[config.mk]
export PLATFORM = sky130hd
export DESIGN_NAME = trafficlight_param
export DESIGN_NICKNAME = d
export VERILOG_FILES = /design/src/rtl/trafficlight_param.sv
export SDC_FILE = /design/constraint.sdc
export NUM_CORES = 1
export LEC_CHECK = 0
export BUFFER_PORTS_ARGS = -buffer_cell sky130_fd_sc_hd__buf_2
export CAP_MARGIN = 20
export CELL_PAD_IN_SITES_DETAIL_PLACEMENT = 0
export CELL_PAD_IN_SITES_GLOBAL_PLACEMENT = 1
export CORE_MARGIN = 2
export CORE_UTILIZATION = 42
export DETAILED_ROUTE_END_ITERATION = 16
export GPL_ROUTABILITY_DRIVEN = 0
export PLACE_DENSITY = 0.82
export SKIP_CTS_REPAIR_TIMING = 1
export SLEW_MARGIN = 20
export SYNTH_ARGS = -nofsm -noshare
export SYNTH_HDL_FRONTEND = slang
export SYNTH_SLANG_ARGS = --single-unit
[constraint.sdc]
create_clock -name clk -period 4.4 [get_ports clk]
set_clock_uncertainty 0.2 [all_clocks]
set_input_delay 0.22 -clock clk [delete_from_list [all_inputs] [get_ports clk]]
set_output_delay 0.22 -clock clk [all_outputs]
set_load 0.02 [all_outputs]
[src/rtl/trafficlight_param.sv]
// Two-road highway/country signal controller with all-red clearance, capped country green, latched pedestrian request and emergency override.
// Latency: Moore outputs decoded from the state register; a lamp changes on the same edge that takes the transition.
// Backpressure: none; sensor, button and override inputs are sampled every cycle and the lamps are always driven.
module trafficlight_param #(
    parameter int MIN_HW_GREEN = 8,
    parameter int Y_CYCLES     = 3,
    parameter int AR_CYCLES    = 2,
    parameter int MIN_CR_GREEN = 4,
    parameter int MAX_CR_GREEN = 10,
    // Wide enough for the longest phase count; MIN_CR_GREEN never exceeds MAX_CR_GREEN.
    parameter int TIMER_W = $clog2(
        (((MIN_HW_GREEN > Y_CYCLES) ? MIN_HW_GREEN : Y_CYCLES) >
         ((AR_CYCLES > MAX_CR_GREEN) ? AR_CYCLES : MAX_CR_GREEN))
        ? ((MIN_HW_GREEN > Y_CYCLES) ? MIN_HW_GREEN : Y_CYCLES) + 1
        : ((AR_CYCLES > MAX_CR_GREEN) ? AR_CYCLES : MAX_CR_GREEN) + 1)
) (
    input  logic       clk,
    input  logic       rst,
    input  logic       x,
    input  logic       ped_req,
    input  logic       emg,
    output logic [1:0] highway,
    output logic [1:0] country,
    output logic       ped_walk,
    output logic [2:0] state_o
);

    typedef enum logic [2:0] {
        S_HW_GREEN  = 3'd0,
        S_HW_YELLOW = 3'd1,
        S_AR1       = 3'd2,
        S_CR_GREEN  = 3'd3,
        S_CR_YELLOW = 3'd4,
        S_AR2       = 3'd5
    } state_t;

    localparam logic [1:0] LAMP_RED    = 2'b00;
    localparam logic [1:0] LAMP_YELLOW = 2'b01;
    localparam logic [1:0] LAMP_GREEN  = 2'b10;

    // Terminal timer values: a phase of N cycles ends when the timer reads N-1.
    localparam logic [TIMER_W-1:0] T_HW_MIN = TIMER_W'(MIN_HW_GREEN - 1);
    localparam logic [TIMER_W-1:0] T_Y      = TIMER_W'(Y_CYCLES - 1);
    localparam logic [TIMER_W-1:0] T_AR     = TIMER_W'(AR_CYCLES - 1);
    localparam logic [TIMER_W-1:0] T_CR_MIN = TIMER_W'(MIN_CR_GREEN - 1);
    localparam logic [TIMER_W-1:0] T_CR_MAX = TIMER_W'(MAX_CR_GREEN - 1);

    state_t               r_state;
    state_t               w_state_nxt;
    logic [TIMER_W-1:0]   r_timer;
    logic                 r_ped_pending;
    logic                 w_req;
    logic                 w_state_chg;
    logic                 w_enter_cr;

    assign w_req       = x | r_ped_pending;
    assign w_state_chg = (w_state_nxt != r_state);
    assign w_enter_cr  = (w_state_nxt == S_CR_GREEN) && (r_state != S_CR_GREEN);

    // State register; reset lands directly in highway green, skipping yellow.
    always_ff @(posedge clk or negedge rst) begin
        if (!rst) begin
            r_state <= S_HW_GREEN;
        end else begin
            r_state <= w_state_nxt;
        end
    end

    // Phase timer: restarts at every transition, otherwise counts up and saturates.
    always_ff @(posedge clk or negedge rst) begin
        if (!rst) begin
            r_timer <= '0;
        end else if (w_state_chg) begin
            r_timer <= '0;
        end else if (r_timer != '1) begin
            r_timer <= r_timer + TIMER_W'(1);
        end
    end

    // Pedestrian latch: served by the next country green; entering it wins over a new press.
    always_ff @(posedge clk or negedge rst) begin
        if (!rst) begin
            r_ped_pending <= 1'b0;
        end else if (w_enter_cr) begin
            r_ped_pending <= 1'b0;
        end else if (ped_req && (r_state != S_CR_GREEN)) begin
            r_ped_pending <= 1'b1;
        end
    end

    // Next-state logic; yellow and the post-country all-red always run to completion.
    always_comb begin
        w_state_nxt = r_state;
        case (r_state)
            S_HW_GREEN: begin
                if (w_req && !emg && (r_timer >= T_HW_MIN)) begin
                    w_state_nxt = S_HW_YELLOW;
                end
            end
            S_HW_YELLOW: begin
                if (r_timer == T_Y) begin
                    w_state_nxt = S_AR1;
                end
            end
            S_AR1: begin
                // An emergency arriving during clearance skips the country green.
                if (r_timer == T_AR) begin
                    w_state_nxt = emg ? S_AR2 : S_CR_GREEN;
                end
            end
            S_CR_GREEN: begin
                if (emg || (r_timer == T_CR_MAX) || (!x && (r_timer >= T_CR_MIN))) begin
                    w_state_nxt = S_CR_YELLOW;
                end
            end
            S_CR_YELLOW: begin
                if (r_timer == T_Y) begin
                    w_state_nxt = S_AR2;
                end
            end
            S_AR2: begin
                if (r_timer == T_AR) begin
                    w_state_nxt = S_HW_GREEN;
                end
            end
            default: begin
                // Codes 6 and 7 recover to highway green on the next edge.
                w_state_nxt = S_HW_GREEN;
            end
        endcase
    end

    // Lamp decode from the state register only; illegal codes show all red.
    always_comb begin
        highway  = LAMP_RED;
        country  = LAMP_RED;
        ped_walk = 1'b0;
        case (r_state)
            S_HW_GREEN:  highway = LAMP_GREEN;
            S_HW_YELLOW: highway = LAMP_YELLOW;
            S_CR_GREEN: begin
                country  = LAMP_GREEN;
                ped_walk = 1'b1;
            end
            S_CR_YELLOW: country = LAMP_YELLOW;
            default: begin
                highway = LAMP_RED;
                country = LAMP_RED;
            end
        endcase
    end

    assign state_o = r_state;

endmodule

After elaboration in Yosys (flattened, before gate mapping)
Cells that the tools add are included.

Output and inout bits: 8. Logic and storage cells: 46. Bits in registers: 8. Input bits: 5.

$lt $le $gt $ge: 2. Add/subtract/negate cells: 1. Multiplexer cells: 15. Reduce and logical (&&, ||, !) cells: 12. Eq/ne operators: 12. Bitwise logic cells: 1.

Operators with widths (count): $mux W3 (7); $pmux W3 S6 (1); $eq A3 B2 Y1 const B (3); $mux W4 (2); $pmux W2 S2 (2); $eq A3 B3 Y1 const B (2); $logic_and A1 B1 Y1 (5); $add A4 B1 Y4 const B (1); $eq A4 B1 Y1 const B (1); $eq A4 B2 Y1 const B (1); $eq A4 B4 Y1 const B (1); $ge A4 B2 Y1 const B (1); $ge A4 B3 Y1 const B (1); $ne A4 B4 Y1 const B (1); $reduce_bool A2 Y1 (2); $eq A3 B1 Y1 const B (1); $logic_not A3 Y1 (1); $mux W1 (3); $ne A3 B2 Y1 const B (1); $ne A3 B3 Y1 (1); $logic_not A1 Y1 (2); $logic_or A1 B1 Y1 (2); $or A1 B1 Y1 (1).

Logic depth before layout (Yosys ltp)
Word-level depth: 8. Gate-level depth with buffers: 6. Mapped depth without buffers: 6.

Least setup slack after synthesis
OpenSTA, ideal clock, no wires.

Path type: flip-flop to flip-flop. From: reg r_state[0] (netlist: state_o[0]). To: reg r_ped_pending. Stages on the path, launching flop included: 6. Library setup time: 0.126 ns. Path slack: 2.130 ns. Arrival: 1.944 ns. Path buffers: 1. Required time: 4.074 ns. Period minus slack after synthesis: 2.270 ns. Cells stage by stage: dfrtp_1 -> buf_6 -> nor3_2 -> or4b_4 -> o2111a_4 -> o32a_1.

Cells in the longest elaborated chain, start to end: 5. Elaborated cells on any way between the ends: 19. Those cells by class: 7 x eq/ne; 8 x mux; 4 x reduce/logical.

Ends and longest elaborated chain: start, declared (RTL line 48) `state_t r_state;`; start signal, assigned (RTL line 65) `r_state <= w_state_nxt;`; $eq A3 B3 Y1, or another cell as far along (RTL line 94) `case (r_state)`; $pmux W3 S6 (RTL line 94); $eq A3 B2 Y1 (RTL line 58) `assign w_enter_cr = (w_state_nxt == S_CR_GREEN) && (r_state != S_CR_GREEN);`; $logic_and A1 B1 Y1 (RTL line 58); $mux W1 or $reduce_bool A2 Y1 (tied branches); end signal, assigned (RTL line 83) `r_ped_pending <= 1'b0;`; end signal, assigned (RTL line 85) `r_ped_pending <= 1'b0;`; end signal, assigned (RTL line 87) `r_ped_pending <= 1'b1;`; end, declared (RTL line 51) `logic r_ped_pending;`.

Several ways; a longest one is shown, not always the timed one. A chain may end at the register's enable or synchronous reset.

Worst setup path in the final report
From: reg r_timer[0]. To: reg r_timer[2].

Cells in the longest elaborated chain, start to end: 7. Elaborated cells on any way between the ends: 22. Those cells by class: 1 x add/sub; 2 x order compare; 5 x eq/ne; 9 x mux; 5 x reduce/logical.

Ends and longest elaborated chain: start, declared (RTL line 50) `logic [TIMER_W-1:0] r_timer;`; start signal, assigned (RTL line 76) `r_timer <= r_timer + TIMER_W'(1);`; $ge A4 B2 Y1 or $eq A4 B4 Y1 (tied branches) (RTL line 112) `if (emg || (r_timer == T_CR_MAX) || (!x && (r_timer >= T_CR_MIN))) begin`; $logic_and A1 B1 Y1 or $logic_or A1 B1 Y1 (tied branches) (RTL line 112); $logic_or A1 B1 Y1 (RTL line 112); $mux W3 (RTL line 112); $pmux W3 S6 (RTL line 94); $ne A3 B3 Y1 (RTL line 57) `assign w_state_chg = (w_state_nxt != r_state);`; $mux W4 or $reduce_bool A2 Y1 (tied branches).

Several ways; a longest one is shown, not always the timed one. The select of a mux whose other input is x is not followed.

==> flow_metrics.py <==
metrics = {
    "floorplanning": {
        "core_sq_um": 1490,
        "die_area_sq_um": 1920,
        "die_w_um": 43.8,
        "design.portCount": 13,
        "rows": 14,
        "start_util_pct": 44.7,
        "die_h_um": 43.8,
    },
    "global_route": {
        "grtUsageTotal_pct": 16.5,
        "grt_antenna_before_repair": 0,
        "grt_pass1_vias": 496,
        "grt_pass1_wl_um": 2310,
        "overflow": 0,
        "grt_start_max_net_pins": 13,
    },
    "cts": {
        "clkLatencyLatePin_ps": 250,
        "h-tree-depth": 1,
        "clock-sinks": 8,
        "cts-root-buf": "clkbuf_4",
        "clk_pin_slew_worst_paths_ps": 50,
        "cts_tree": "built",
        "cts.path.max_buffers": 2,
        "numCtsBuffers": 3,
    },
    "detailed_routing": {
        "dr_wl_met3_um": 78,
        "route.detailed.drc": 0,
        "antenna_left": 0,
        "vias_per_cell": 5.85,
        "wl_met1_um": 637,
        "wl_met2_um": 671,
        "routedWlPerCell_um": 14.3,
        "drt-initial-drc-count": 21,
        "dr.pass1.iters": 4,
        "vias": 573,
        "highest_layer": "met4",
        "drt_wl_total_um": 1400,
    },
    "critical_path": {
        "arrival_ps": 2290,
        "r2r_cells": 5,
        "crit_slowest_cell": "a2111oi_2",
        "rr_startpoint": "r_timer[0]$_DFFE_PN0P_",
        "critPathKind": "reg2reg",
        "cp.required_ps": 4350,
        "r2r_setup_slack_ps": 2060,
        "start_kind": "flop",
        "cp_max_fo": 6,
        "worstSetupEndpointType": "flop",
        "max_stage_delay_ps": 580,
        "r2r-end": "r_timer[2]$_DFFE_PN0P_",
        "cp_cell_sequence": "ha_1 -> o21ba_1 -> a2111oi_2 -> a21boi_1 -> a211oi_1",
    },
    "sta": {
        "period_needed_ps": 2340,
        "max_freq_ghz": 0.428,
        "final_hold_viol_count": 0,
        "setup_tns_ps": 0,
        "rsz0062_at_grt": "false",
        "setup_viol": 0,
        "period_share_pct": 53.1,
        "slew_headroom_pct": 61.2,
        "maxSlewViolCount": 0,
        "tightest_slew_ps": 581,
    },
    "synthesis": {
        "syn_inst": 72,
        "synthAdderAreaFrac_pct": 5.64,
        "synth_compound_area_share_pct": 22.7,
        "synth-xor-area-share_pct": 1.32,
        "syn_area_sq_um": 666,
        "ys_types": 37,
        "synth_top_family_by_area": "simple AND/OR/NAND/NOR gates",
        "syn_area_per_cell_sq_um": 9.24,
        "synth_mux_area_share_pct": 6.20,
        "synth_seq_cells": 8,
        "syn_nets": 80,
        "synth_simple_gate_area_share_pct": 25.2,
        "yosys_warnings": 0,
        "yosysSeqAreaShare_pct": 30.1,
    },
    "finish": {
        "drive_gt1_share_pct": 25.6,
        "finalNetCount": 92,
        "areaGrowthSynthToFinish_pct": 10.9,
        "final_area_sq_um": 738,
        "instances_no_fill": 98,
        "layout_commonest_cell": "buf_2",
        "layout_common_cells": "buf_2 (12), dfrtp_1 (8), inv_1 (5), a21oi_1 (5)",
        "antenna_cells": 0,
    },
    "pwr": {
        "p_per_area_nw_per_um2": 701,
        "vdd_drop_max_v": 0.000394,
        "leakage_uw": 0.000348,
    },
    "flow_run": {
        "drv_cap": 0,
    },
    "placement": {
        "portBuffers": 12,
        "hpwl_um": 1050,
        "postPlaceCellArea_sq_um": 706,
        "dp.cells": 94,
    },
    "hold_path": {
        "holdPathEnd": "r_ped_pending$_DFFE_PN0P_",
        "holdCritPathClass": "in2reg",
        "min-delay-start": "ped_req",
        "hold_depth": 3,
    },
    "run_status": {
        "status": "complete, no violations",
    },
}
[flip-flops by register name, summed over array words and instances, names as in the netlist]
name	cells
r_timer	4
state_o	3
r_ped_pending	1
[layer usage]
layer	vias up	GRT usage [%]
li1	287	-
met1	265	21.5
met2	19	25.9
met3	2	5.00
met4	0	5.45
met5	-	0
[critical path: cells and delay by family (launching register included)]
family / cells / cell delay, ps
AOI/OAI and AO/OA: 4 / 1310
DFF: 1 / 430
adders and majority gates: 1 / 290
[where the power goes]
group	switching [uW]	leakage, uW	internal, uW
Combinational	167	0.000234	135
Clock	22.6	0.0000138	31.0
Sequential	57.7	0.0000996	104
Total	247	0.000348	270
[per-stage QoR]
step	util [%]	total power [uW]	hold WS, ps	setup slack (ps)
2_1_floorplan	-	399	-276	2130
3_3_place_gp	47.4	459	-138	2140
3_5_place_dp	47.4	463	-135	2060
4_1_cts	48.9	518	-400	2060
5_1_grt	49.6	563	137	1920
6_report	49.6	517	131	2060
[cells by family after synthesis]
logic type               Yosys count
AO/OA/AOI/OAI                     19
XOR/XNOR                           1
adder cells (fa/ha/maj)            3
buffers and inverters             11
flip-flops                         8
multiplexers                       4
AND/OR/NAND/NOR                   26
[Yosys cell counts]
master	instances	share of area (%)
nor3b_1	2	2.3
o2bb2ai_1	1	1.3
dfrtp_1	8	30
nand2b_1	2	1.9
mux2i_1	3	4.5
nand2_1	3	1.7
and3_2	1	1.1
o2111a_4	1	3.0
clkbuf_1	1	0.56
a2111oi_2	1	2.3
o21ai_0	2	1.5
inv_1	5	2.8
or4b_4	1	2.1
nor2_1	2	1.1
nand3_1	3	2.3
and2b_1	1	1.1
o32a_1	1	1.5
a21boi_1	1	1.1
buf_2	2	1.5
a31oi_1	1	0.94
nor3_1	1	0.75
and2_1	1	0.94
xnor2_1	1	1.3
buf_6	1	1.7
a21oi_1	5	3.8
o21ba_1	1	1.5
and3b_1	1	1.3
o211ai_1	1	1.1
mux2_2	1	1.7
a211oi_1	3	3.4
nand3b_1	3	3.4
nor2b_1	3	2.8
buf_4	2	2.3
nor3_2	1	1.5
nand4_1	1	0.94
o2111ai_1	1	1.3
ha_1	3	5.6
[worst max path at each step]
stage               slack (ps)                   start  cells after the start                        end
floorplan                 2130    state_o[0]$_DFF_PN0_                      5  r_ped_pending$_DFFE_PN0P_
CTS                       2060  r_timer[0]$_DFFE_PN0P_                      5     r_timer[2]$_DFFE_PN0P_
global route              1920  r_timer[0]$_DFFE_PN0P_                      5     r_timer[2]$_DFFE_PN0P_
global placement          2140  r_timer[0]$_DFFE_PN0P_                      5     r_timer[3]$_DFFE_PN0P_
finish                    2060  r_timer[0]$_DFFE_PN0P_                      5     r_timer[2]$_DFFE_PN0P_
detailed placement        2060  r_timer[0]$_DFFE_PN0P_                      5     r_timer[2]$_DFFE_PN0P_
[layout make-up]
| type | instances | area [sq um] |
|---|---|---|
| Timing Repair Buffer | 13 | 70.1 |
| Tap cell | 16 | 20.0 |
| Fill cell | 148 | 751 |
| Clock buffer | 3 | 22.5 |
| Multi-Input combinational cell | 53 | 407 |
| Inverter | 5 | 18.8 |
| Sequential cell | 8 | 200 |
Note: power is estimated with default switching activity, not from simulation.
